==> config.mk <==
export PLATFORM = sky130hd
export DESIGN_NAME = turn_controller
export DESIGN_NICKNAME = d
export VERILOG_FILES = /design/src/rtl/game_pkg.sv /design/src/rtl/key_edge_detect.sv /design/src/rtl/turn_controller.sv
export SDC_FILE = /design/constraint.sdc
export NUM_CORES = 1
export LEC_CHECK = 0
export ABC_AREA = 1
export CORE_MARGIN = 4
export CORE_UTILIZATION = 52
export CTS_CLUSTER_DIAMETER = 120
export DETAILED_ROUTE_END_ITERATION = 12
export GPL_TIMING_DRIVEN = 0
export PLACE_DENSITY = 0.79
export SETUP_SLACK_MARGIN = 0.5
export SYNTH_ARGS = -nofsm -noshare
export SYNTH_HDL_FRONTEND = slang
export SYNTH_SLANG_ARGS = --single-unit
==> constraint.sdc <==
create_clock -name frame_clk -period 2.6 [get_ports frame_clk]
set_clock_uncertainty 0.15 [all_clocks]
set_input_delay 0.65 -clock frame_clk [delete_from_list [all_inputs] [get_ports frame_clk]]
set_output_delay 0.65 -clock frame_clk [all_outputs]
set_load 0.01 [all_outputs]
==> src/rtl/game_pkg.sv <==
// Shared turn-controller types and keyboard constants.
package game_pkg;

  typedef enum logic [2:0] {
    P1_AIM,
    P1_FLIGHT,
    SETTLE_TO_P2,
    P2_AIM,
    P2_FLIGHT,
    SETTLE_TO_P1
  } turn_state_t;

  localparam logic [7:0] KEY_C     = 8'd6;
  localparam logic [7:0] KEY_SPACE = 8'd44;
  localparam logic [7:0] FIRE_KEY  = KEY_SPACE;

endpackage

==> src/rtl/key_edge_detect.sv <==
// New-press detector: one event per keycode change to a nonzero value.
module key_edge_detect (
  input  logic       frame_clk,
  input  logic       Reset,
  input  logic [7:0] keycode,
  output logic [7:0] key_event,
  output logic       key_event_valid
);

  logic [7:0] prev_keycode;

  always_ff @(posedge frame_clk or negedge Reset) begin
    if (!Reset) prev_keycode <= '0;
    else        prev_keycode <= keycode;
  end

  always_comb begin
    key_event_valid = (keycode != '0) && (keycode != prev_keycode);
    key_event       = key_event_valid ? keycode : '0;
  end

endmodule

==> src/rtl/turn_controller.sv <==
// Two-player turn sequencer: aim, projectile flight, settle, then hand over.
// Optional aim-phase countdown/timeout enabled by defining TURN_TIMEOUT_EN.
module turn_controller
  import game_pkg::*;
#(
  parameter int TURN_FRAMES   = 600,
  parameter int SETTLE_FRAMES = 30
) (
  input  logic       frame_clk,
  input  logic       Reset,
  input  logic [7:0] keycode,
  input  logic       proj_active,
  output logic       p1_in_turn,
  output logic       p2_in_turn,
  output logic [7:0] key_event,
  output logic       key_event_valid,
  output logic       fire,
  output logic [9:0] frames_left
);

  localparam logic [9:0]  TURN_INIT   = 10'(TURN_FRAMES);
  localparam logic [15:0] SETTLE_LOAD = 16'(SETTLE_FRAMES - 1);

  turn_state_t state;
  logic        flight_min;
  logic [15:0] settle_cnt;
  logic        fire_now;

  key_edge_detect u_key_edge (
    .frame_clk       (frame_clk),
    .Reset           (Reset),
    .keycode         (keycode),
    .key_event       (key_event),
    .key_event_valid (key_event_valid)
  );

  assign fire_now = key_event_valid && (key_event == FIRE_KEY);

  always_ff @(posedge frame_clk or negedge Reset) begin
    if (!Reset) begin
      state       <= P1_AIM;
      frames_left <= TURN_INIT;
      fire        <= 1'b0;
      p1_in_turn  <= 1'b1;
      p2_in_turn  <= 1'b0;
      flight_min  <= 1'b0;
      settle_cnt  <= '0;
    end else begin
      fire <= 1'b0;
      case (state)
        P1_AIM, P2_AIM: begin
          // Fire is tested first so it wins over an expiring countdown.
          if (fire_now) begin
            fire       <= 1'b1;
            state      <= (state == P1_AIM) ? P1_FLIGHT : P2_FLIGHT;
            p1_in_turn <= 1'b0;
            p2_in_turn <= 1'b0;
            flight_min <= 1'b0;
          end
`ifdef TURN_TIMEOUT_EN
          else if (frames_left == '0) begin
            state      <= (state == P1_AIM) ? SETTLE_TO_P2 : SETTLE_TO_P1;
            p1_in_turn <= 1'b0;
            p2_in_turn <= 1'b0;
            settle_cnt <= SETTLE_LOAD;
          end else begin
            frames_left <= frames_left - 10'd1;
          end
`endif
        end
        P1_FLIGHT, P2_FLIGHT: begin
          // flight_min marks that one flight frame has already elapsed.
          if (flight_min && !proj_active) begin
            state      <= (state == P1_FLIGHT) ? SETTLE_TO_P2 : SETTLE_TO_P1;
            settle_cnt <= SETTLE_LOAD;
          end else begin
            flight_min <= 1'b1;
          end
        end
        SETTLE_TO_P2, SETTLE_TO_P1: begin
          if (settle_cnt == '0) begin
            frames_left <= TURN_INIT;
            if (state == SETTLE_TO_P2) begin
              state      <= P2_AIM;
              p2_in_turn <= 1'b1;
            end else begin
              state      <= P1_AIM;
              p1_in_turn <= 1'b1;
            end
          end else begin
            settle_cnt <= settle_cnt - 16'd1;
          end
        end
        default: begin
          state       <= P1_AIM;
          frames_left <= TURN_INIT;
          p1_in_turn  <= 1'b1;
          p2_in_turn  <= 1'b0;
        end
      endcase
    end
  end

endmodule

==> results of run 1 <==
[how the worst max path moves through the flow]
stage | end | startpoint | depth (start not counted) | slack [ns]
2_1_floorplan | key_event[0] | keycode[4] | 7 | 0.51
3_3_place_gp | key_event[4] | keycode[5] | 10 | -0.63
3_5_place_dp | key_event[4] | keycode[5] | 10 | -0.68
4_1_cts | key_event[3] | keycode[2] | 8 | 0.28
5_1_grt | key_event[1] | u_key_edge.prev_keycode[5] | 9 | 0.18
6_report | key_event[2] | keycode[3] | 6 | 0.23
[power breakdown]
group | internal, mW | switching, mW | total [mW]
clock network | 0.159 | 0.167 | 0.326
logic | 0.466 | 0.748 | 1.21
registers | 0.562 | 0.0628 | 0.625
[area by class of cell]
class / count / share of cell area [%]
multi-input cells: 182 / 41.8
clock buffers: 8 / 2.77
well taps: 46 / 2.32
flip-flops and latches: 31 / 31.4
repair buffers: 42 / 12.4
plain buffers: 12 / 3.94
inverters: 35 / 5.30
[through the flow]
stage | total power [mW] | util [%] | TNS (ns) | instance area, µm² | setup slack (ns)
floorplan | 1.32 | - | 0 | 1920 | 0.507
global placement | 1.54 | 64.3 | -5.53 | 2200 | -0.634
detailed placement | 1.56 | 64.3 | -5.81 | 2200 | -0.685
CTS | 1.95 | 69.0 | 0 | 2360 | 0.283
global route | 2.32 | 72.6 | 0 | 2480 | 0.175
finish | 2.16 | 72.6 | 0 | 2480 | 0.226
[sequential cells by signal, indices dropped and copies added, names as in the netlist]
signal,cells
fire,1
flight_min,1
p1_in_turn,1
p2_in_turn,1
settle_cnt,16
state,3
u_key_edge.prev_keycode,8
[worst max-delay path: stages]
cell and delay [ns]:
buf_6 0.11, nor3_2 0.17, nand4_1 0.24, nand2_4 0.22, nor2_2 0.05, buf_2 0.13
[cells by family (layout without fill, tap and decap cells)]
logic type	after synthesis	in the layout	share of synthesized area, %
and+or+nand+nor	133	133	30.9
buffers and inverters	47	97	12.1
DFF	31	31	41.2
AOI/OAI and AO/OA	27	27	9.61
xor gates and xnor gates	11	11	5.10
other	2	10	0.398
adders and majority gates	1	1	0.663
[cell usage in the layout (no fill, tap or decap), types with 6 or more instances in the layout]
cell type	instances
nand3_1	8
nor2_1	26
conb_1	10
o31ai_1	8
nand2_1	56
xor2_1	6
nand4_1	15
buf_2	14
o21ai_0	11
nor2_2	11
buf_4	30
inv_1	23
inv_2	11
dfrtp_1	28
[timing repair]
| item | 4_1_cts | 5_1_grt |
|---|---|---|
| pin swaps | 17 | 14 |
| endpoints found under the setup margin | 30 | 28 |
| cloned | 1 | 0 |
| buffers inserted | 11 | 8 |
| gates resized for setup | 96 | 23 |
[layer usage]
layer | routed length (µm) | up-vias
met3 | 311 | 10
met1 | 1890 | 823
met4 | 95 | 0
met5 | 0 | -
met2 | 2390 | 67
li1 | - | 911
==> summary.md, run 1 <==
| Metric | Value |
|---|---|
| All-Layer GR Usage | `20.9%` |
| Depth of the most critical reg-to-reg path | `10` |
| Clock Path Buffers | `2` |
| Synth top area share | `39.8%` |
| Via count | `1,811` |
| Aggregate global routing overflow | `0` |
| Vias in the first global route | `1,587` |
| Top post-synthesis cells by area | `dfrtp_1, nand2_1, nor2_1` |
| Growth of design area from synthesis to finish | `31.3%` |
| Number of buffer cells added on primary ports | `22` |
| Max-Cap Viols | `0` |
| Number of I/O pins | `33` |
| Average via count per standard cell | `5.09` |
| Register clock-pin slew on the reported worst setup and hold paths | `0.10 ns` |
| Required time at the worst-slack endpoint | `1.80 ns` |
| Detail-routed net length per standard cell | `13.2 µm` |
| Static Leak | `1.24 nW` |
| Full die area | `4660 µm²` |
| Final period demand of the worst path | `2.37 ns` |
| Dominant cell type by area after synthesis | `dfrtp_1` |
| Most common cell in the netlist | `nand2_1` |
| Largest fanout of any net on the critical path | `8` |
| Count of flip-flops with a built-in enable after synthesis | `0` |
| Number of distinct library cells after synthesis | `29` |
| Area of the mapped netlist | `1890 µm²` |
| Placed cell count | `328` |
| Total half-perimeter wirelength after legalization and detailed placement | `2900 µm` |
| Floorplan die width | `68.3 µm` |
| VDD IR max | `0.599 mV` |
| Final Hold Vio Count | `0` |
| FF/Latch Area | `779 µm²` |
| YS warnings | `0` |
| Final Hold Slack | `0.188 ns` |
| Clock network latency to the later pin of the worst-skew pair | `0.34 ns` |
| DRC marker count from the first detailed-route iteration | `74` |
| 1st-pass router iterations | `4` |
| Clock Root Buffer | `clkbuf_4` |
| Starting utilization of the core area | `55.3%` |
| Class of the worst hold path | `in -> async` |
| Global placer's final weighted congestion | `0.877` |
| Global routing usage on met1 | `25.1%` |
| Wire length of the first global-routing pass | `7040 µm` |
| Overall die height | `68.3 µm` |
| GR met3 Demand/Resource | `4.93%` |
| Largest net degree at the start of global routing | `32` |
| CTS Buf Count | `5` |
| Num Clock Sinks | `31` |
| Initial antenna violation count | `0` |
| Maximum level of the CTS H-tree | `2` |
| Gate count of the mapped netlist | `252` |
| CTS tree | `built` |
| Sequential-to-total area share from yosys stat | `41.2%` |
| Final Non-Filler Cells | `356` |
| Most Crowded Layer GR | `met2` |
| PD cells | `873 nW/µm²` |
| Mapped Avg Cell Area | `7.49 µm²` |
| Reg-to-reg setup timing slack | `0.60 ns` |
| Ranking of synthesized cells by instance count | `nand2_1, nor2_1, inv_1, dfrtp_1, nand4_1` |
| Residual DRC count | `0` |
| Kind of launch point of the worst setup path | `input pin` |
| Total of endpoints with negative setup slack in the final report | `0` |
| #FFs+latches synth | `31` |
| Met2 GRT Util | `35.6%` |
| Result of the run | `finished, final reports clean` |
| Part of the cycle the worst path needs | `91.3%` |
| Max Clk Rate | `0.421 GHz` |
| Worst R2R Start | `state[0]` |
| Diode insertion count for antenna repair | `0` |
| Async set or reset register ratio after synthesis | `100%` |
| Detailed-route wire length | `4690 µm` |
| Filler instances | `277` |
| Post-synth top flop | `dfrtp_1` |
| Reg-to-Reg End | `settle_cnt[0]` |
| Share of layout cells above drive strength 1 | `32.9%` |
| Headroom to the max-slew limit | `53.9%` |
| Max-slew violation count | `0` |
| Multi-input gate area in the final layout | `1040 µm²` |
| Arrival @ worst endpoint | `1.57 ns` |
| Setup crit end kind | `output port` |
| Number of rows in the core area | `21` |
| Setup repair after global routing missed its margin | `yes` |
| Fin nets | `321` |
| # hold bufs at CTS | `0` |
| Routed Antenna Nets | `0` |
| Actual slew at the worst max-slew pin | `0.692 ns` |
| Type of the worst setup path | `in -> out` |
| Core area | `3420 µm²` |
(Power assumes the default switching activity.)
==> run 2, diff against run 1 <==
Settings changed: REMOVE_ABC_BUFFERS from default to 1.
Clock period 2.6 ns to 2.7 ns, I/O delays scaled along.
==> run 2 against run 1 <==
Hold slack improved by 0.027 ns. Global-route usage fell by 0.16 points. Routed wire length rose by 3.9%. Critical path type unchanged. Critical endpoint is now key_event[7]. Largest power group unchanged.
==> summary.md, run 2 (synthesis results as in run 1) <==
| Metric | Value |
|---|---|
| Total chip power | `2.00 mW` |
| Filler instances | `259` |
| Final Hold Slack | `0.215 ns` |
| Clock share of power | `15.9%` |
| Initial antenna violation count | `0` |
| Number of rows in the core area | `21` |
| Part of the cycle the worst path needs | `91.6%` |
| Register clock-pin slew on the reported worst setup and hold paths | `0.11 ns` |
| Clock Root Buffer | `clkbuf_4` |
| Static Leak | `1.20 nW` |
| Core area | `3420 µm²` |
| Wire length of the first global-routing pass | `7130 µm` |
| Number of I/O pins | `33` |
| Arrival @ worst endpoint | `1.65 ns` |
| Max-slew violation count | `0` |
| Largest incremental delay on the critical path | `0.13 ns` |
| Vias in the first global route | `1,563` |
| Detail-routed net length per standard cell | `14.0 µm` |
| Critical Path Source | `keycode[7]` |
| Most prevalent standard cell on the critical path | `nand2_1` |
| Total of endpoints with negative setup slack in the final report | `0` |
| Clock network latency to the later pin of the worst-skew pair | `0.35 ns` |
| Commonest cells after routing, fill and taps aside | `nand2_1, dfrtp_1, nor2_1` |
| Starting utilization of the core area | `55.3%` |
| VDD IR max | `0.620 mV` |
| Setup crit end kind | `output port` |
| Worst path buffer plus inverter count | `4` |
| All-Layer GR Usage | `20.7%` |
| Number of buffer cells added on primary ports | `22` |
| Kind of launch point of the worst setup path | `input pin` |
| Average via count per standard cell | `5.30` |
| Maximum level of the CTS H-tree | `2` |
| Max reg flops | `16` |
| PD cells | `808 nW/µm²` |
| Type of the worst setup path | `in -> out` |
| Max-Cap Viols | `0` |
| Aggregate global routing overflow | `0` |
| Total half-perimeter wirelength after legalization and detailed placement | `2710 µm` |
| Actual slew at the worst max-slew pin | `0.697 ns` |
| Largest fanout of any net on the critical path | `4` |
| Fin nets | `312` |
| Share of the core filled with cells | `72.4%` |
| Headroom to the max-slew limit | `53.5%` |
| Detailed-route wire length | `4880 µm` |
| Sequential fraction of design power | `30.4%` |
| DRC marker count from the first detailed-route iteration | `128` |
| Crit-path cells | `buf_4 -> inv_2 -> nand2_1 -> nand2_1 -> nand2_1 -> nor2_2 -> nand2_2 -> nand2_4 -> buf_6 -> nor2_2 -> buf_2` |
| CTS Buf Count | `5` |
| Diode insertion count for antenna repair | `0` |
| Least setup slack across all paths after layout | `0.227 ns` |
| Worst R2R Start | `settle_cnt[0]` |
| Num Clock Sinks | `31` |
| Clock Path Buffers | `2` |
| Net Switching | `939 µW` |
| Worst-case setup slack after placement | `-0.627 ns` |
| Final Hold Vio Count | `0` |
| Setup repair after global routing missed its margin | `yes` |
| Worst-path cell with the longest stage delay | `buf_4` |
| Critical path's top delay family | `simple AND/OR/NAND/NOR gates` |
| Largest Register | `settle_cnt` |
| Cell Int Power | `1.06 mW` |
| Routed Antenna Nets | `0` |
| Residual DRC count | `0` |
| Relative contribution of combinational cells to total power | `53.7%` |
| Leading cell type in the layout, fill and taps excluded | `nand2_1` |
| Floorplan die width | `68.3 µm` |
| Overall die height | `68.3 µm` |
| Largest net degree at the start of global routing | `32` |
| Max Clk Rate | `0.404 GHz` |
| Final period demand of the worst path | `2.47 ns` |
| Class of the worst hold path | `in -> async` |
| Required time at the worst-slack endpoint | `1.88 ns` |
| CTS tree | `built` |
| Via count | `1,840` |
| Full die area | `4660 µm²` |
| Growth of design area from synthesis to finish | `30.9%` |
| 1st-pass router iterations | `4` |
| Global placer's final weighted congestion | `0.889` |
| Result of the run | `finished, final reports clean` |
| Share of layout cells above drive strength 1 | `30.9%` |
| Sw Ratio | `47.0%` |
| Largest registers | `settle_cnt (16), u_key_edge.prev_keycode (8), state (3)` |
[run 2: cell types whose count changed in the layout (fill, tap and decap cells not counted), sizes merged]
cell,previous run,this run
buf,50,40
nor2,39,40
[run 2: stage by stage]
stage | std cells | TNS [ns] | instance area [µm²]
6_report | 347 | 0 | 2470
5_1_grt | 347 | 0 | 2470
4_1_cts | 339 | 0 | 2290
3_5_place_dp | 316 | -6.63 | 2090
3_3_place_gp | 316 | -6.22 | 2100
2_1_floorplan | 248 | 0 | 1820
[run 2: repair_timing]
action,4_1_cts,5_1_grt
pin swaps,13,12
resized for setup,100,36
buffers inserted,14,7
setup endpoints to repair,30,29
gates cloned,1,1
hold buffers,0,0
[run 2: worst paths after layout]
check                      cells past startpoint                    endpoint  slack [ns]
hold / removal                                 1  u_key_edge.prev_keycode[7]        0.22
hold reg to reg                                2                  p1_in_turn        0.32
max in group asynchronous                      1                    state[0]        1.69
setup / recovery                              11                key_event[7]        0.23
min in group frame_clk                         1  u_key_edge.prev_keycode[0]        0.29
setup reg to reg                              12               settle_cnt[4]        0.60
[run 2: power groups by stage]
stage	registers, mW	clock network (mW)	logic [mW]
3_5_place_dp	0.611	0	0.776
2_1_floorplan	0.605	0	0.575
6_report	0.607	0.318	1.07
5_1_grt	0.618	0.342	1.19
4_1_cts	0.601	0.319	0.892
3_3_place_gp	0.610	0	0.760
[run 2: worst reg2reg max path: stages, from the launching register on]
cell     delay [ns]
dfrtp_1        0.41
inv_2          0.10
ha_4           0.15
inv_2          0.06
nor2_2         0.13
nand4_1        0.20
nor2_2         0.24
nor2_4         0.08
nor2_4         0.15
buf_6          0.14
nor3_2         0.04
nor2_1         0.08
nand2_1        0.06
[run 2: cell type report]
cell class	instances	area, µm²	area share [%]
flip-flops and latches	31	778	31.5
multi-input cells	183	1060	43.0
inverters	35	134	5.41
repair buffers	44	372	15.0
well taps	46	57.6	2.33
clock buffers	8	68.8	2.78
[run 2: layer usage]
layer	up-vias	track usage, %	share of wire [%]
met5	-	0	0
met4	0	7.69	3.7
met3	16	3.94	5.7
met2	58	33.8	49
met1	873	27.3	42
li1	893	-	-
==> run 3, diff against run 2 <==
Settings changed: CORE_UTILIZATION 52 to 56, PLACE_DENSITY 0.79 to 0.84.
Clock period 2.7 ns to 2.85 ns, I/O delays scaled along.
==> run 3 against run 2 <==
Critical path depth fell by 3. Sequential share of layout area grew 3.1 points. Utilization fell by 0.46 points. Routed wire length is 12% lower. Flip-flop and latch count did not move. First-iteration DRC count is 30% lower. Via count down 7.4%. Die area fell by 6.3%. Sequential power decreased by 5.4%. Combinational power fell by 18%. Setup slack better by 0.11 ns. Cell area fell by 9.0%. Critical path type unchanged. Largest cell class unchanged. Largest power group unchanged. Highest routed layer unchanged.
==> summary.md, run 3 (synthesis results as in run 1) <==
| Metric | Value |
|---|---|
| Result of the run | `finished, final reports clean` |
| Metal2 WL | `2010 µm` |
| Multi-input gate area in the final layout | `1010 µm²` |
| Critical path's top delay family | `simple AND/OR/NAND/NOR gates` |
| Overall die height | `66.1 µm` |
| Diode insertion count for antenna repair | `0` |
| Starting utilization of the core area | `60.4%` |
| Setup crit end kind | `output port` |
| All-Layer GR Usage | `22.4%` |
| Worst-path cell with the longest stage delay | `xnor2_2` |
| Reg-to-reg setup timing slack | `0.63 ns` |
| Crit-path cells | `buf_6 -> xnor2_2 -> nand2_2 -> nor2_4 -> nand2_4 -> nand2_4 -> nor2_1 -> buf_2` |
| Part of the cycle the worst path needs | `88.1%` |
| Clock share of power | `14.8%` |
| Routed Antenna Nets | `0` |
| Sequential fraction of design power | `33.8%` |
| Max Clk Rate | `0.398 GHz` |
| Core area | `3130 µm²` |
| Crit. path cell count | `8` |
| Cell Int Power | `882 µW` |
| Setup TNS | `0 ns` |
| Total half-perimeter wirelength after legalization and detailed placement | `2720 µm` |
| Largest registers | `settle_cnt (16), u_key_edge.prev_keycode (8), state (3)` |
| Headroom to the max-slew limit | `54.7%` |
| Arrival @ worst endpoint | `1.65 ns` |
| Clock Path Buffers | `2` |
| Number of rows in the core area | `20` |
| FF/Latch Area | `777 µm²` |
| Placed cell count | `314` |
| Filler instances | `250` |
| Actual slew at the worst max-slew pin | `0.680 ns` |
| Top sig layer | `met4` |
| Share of layout cells above drive strength 1 | `24.0%` |
| Clock network latency to the later pin of the worst-skew pair | `0.34 ns` |
| Floorplan die width | `66.1 µm` |
| Sw Ratio | `48.1%` |
| Growth of design area from synthesis to finish | `19.2%` |
| Relative contribution of combinational cells to total power | `51.4%` |
| Final Hold Vio Count | `0` |
| Leading cell type in the layout, fill and taps excluded | `nand2_1` |
| Most prevalent standard cell on the critical path | `nand2_4` |
| Fin nets | `298` |
| Total of endpoints with negative setup slack in the final report | `0` |
| Largest fanout of any net on the critical path | `8` |
| Initial antenna violation count | `0` |
| Net Switching | `818 µW` |
| Largest net degree at the start of global routing | `32` |
| Critical Path Source | `keycode[3]` |
| Detail-routed net length per standard cell | `13.0 µm` |
| Max-Cap Viols | `0` |
| Static Leak | `1.11 nW` |
| PD cells | `756 nW/µm²` |
| VDD IR max | `0.624 mV` |
| Worst R2R Start | `settle_cnt[0]` |
| Final Non-Filler Cells | `331` |
| Number of buffer cells added on primary ports | `22` |
| Num Clock Sinks | `31` |
| Max-slew violation count | `0` |
| Average via count per standard cell | `5.15` |
| Worst path buffer plus inverter count | `2` |
| Via count | `1,704` |
| Final Hold Slack | `0.246 ns` |
| CTS tree | `built` |
| Register clock-pin slew on the reported worst setup and hold paths | `0.09 ns` |
| Detailed-route wire length | `4310 µm` |
| Kind of launch point of the worst setup path | `input pin` |
| Final period demand of the worst path | `2.51 ns` |
| Commonest cells after routing, fill and taps aside | `nand2_1, nor2_1, dfrtp_1` |
| Residual DRC count | `0` |
| Metal-1 WL | `1900 µm` |
| Reg-to-Reg End | `settle_cnt[6]` |
| Clock Root Buffer | `clkbuf_4` |
| Global placer's final weighted congestion | `0.918` |
| 1st-pass router iterations | `4` |
| Largest Register | `settle_cnt` |
| Type of the worst setup path | `in -> out` |
| Largest incremental delay on the critical path | `0.18 ns` |
| Setup repair after global routing missed its margin | `yes` |
| Endpoint of the worst setup timing path | `key_event[2]` |
| CTS Buf Count | `5` |
| Aggregate global routing overflow | `0` |
| Maximum level of the CTS H-tree | `2` |
| Max reg flops | `16` |
| Full die area | `4360 µm²` |
| Depth of the most critical reg-to-reg path | `11` |
| Routed wl met3 | `272 µm` |
| Total chip power | `1.70 mW` |
| Vias in the first global route | `1,574` |
| Class of the worst hold path | `in -> async` |
| Wire length of the first global-routing pass | `7270 µm` |
| Required time at the worst-slack endpoint | `1.99 ns` |
| DRC marker count from the first detailed-route iteration | `90` |
| Number of I/O pins | `33` |
==> run 3: cell count changes in the layout (fill, tap and decap cells not counted), moves of 4 or more <==
cell    change
buf_2       +4
buf_4      -10
buf_6       -8
nor2_1      +4
==> run 3: power groups by stage <==
| stage | registers (mW) | logic [mW] | clock network (mW) |
|---|---|---|---|
| floorplan | 0.573 | 0.545 | 0 |
| global placement | 0.577 | 0.722 | 0 |
| detailed placement | 0.578 | 0.744 | 0 |
| CTS | 0.571 | 0.823 | 0.257 |
| global route | 0.583 | 0.990 | 0.281 |
| finish | 0.574 | 0.875 | 0.252 |
==> run 3: timing repair <==
action,CTS,global route
endpoints found under the setup margin,27,26
setup buffers,7,1
cloned,1,0
pin swaps,20,9
gates resized for setup,95,12
hold buffers,0,0
==> run 3: final cells by class <==
class                   count  share of cell area, %
multi-input cells         183                   44.9
flip-flops and latches     31                   34.5
repair buffers             30                   9.90
inverters                  35                   6.01
well taps                  44                   2.45
clock buffers               7                   2.00
clock inverters             1                  0.222
==> run 3: worst min path at each step <==
stage	end	slack, ns	cells after the start
finish	settle_cnt[11]	0.25	1
global route	settle_cnt[11]	0.28	1
CTS	p1_in_turn	0.32	2
detailed placement	p1_in_turn	0.31	2
global placement	p1_in_turn	0.30	2
floorplan	fire	0.27	0
==> run 3: worst reg2reg max path, cell delays in order (launching register included) <==
cell and delay, ns:
dfrtp_1 0.42, inv_2 0.08, ha_2 0.19, inv_1 0.10, nor2_2 0.12, nand4_1 0.20, nor2_2 0.22, nor2_2 0.10
nor2_4 0.13, clkinvlp_4 0.18, nand4_1 0.14, o21ai_1 0.09
==> run 3: routing by layer <==
metal,vias to the layer above,track usage (%)
met5,-,0
met4,0,13.5
met3,12,4.25
met2,63,34.8
met1,765,28.7
li1,864,-
==> run 3: per-stage QoR <==
stage	setup WS, ns	util (%)	instance area, µm²
2_1_floorplan	0.519	-	1820
3_3_place_gp	-0.480	67.0	2100
3_5_place_dp	-0.583	67.0	2100
4_1_cts	0.399	70.6	2210
5_1_grt	0.265	71.9	2250
6_report	0.338	71.9	2250
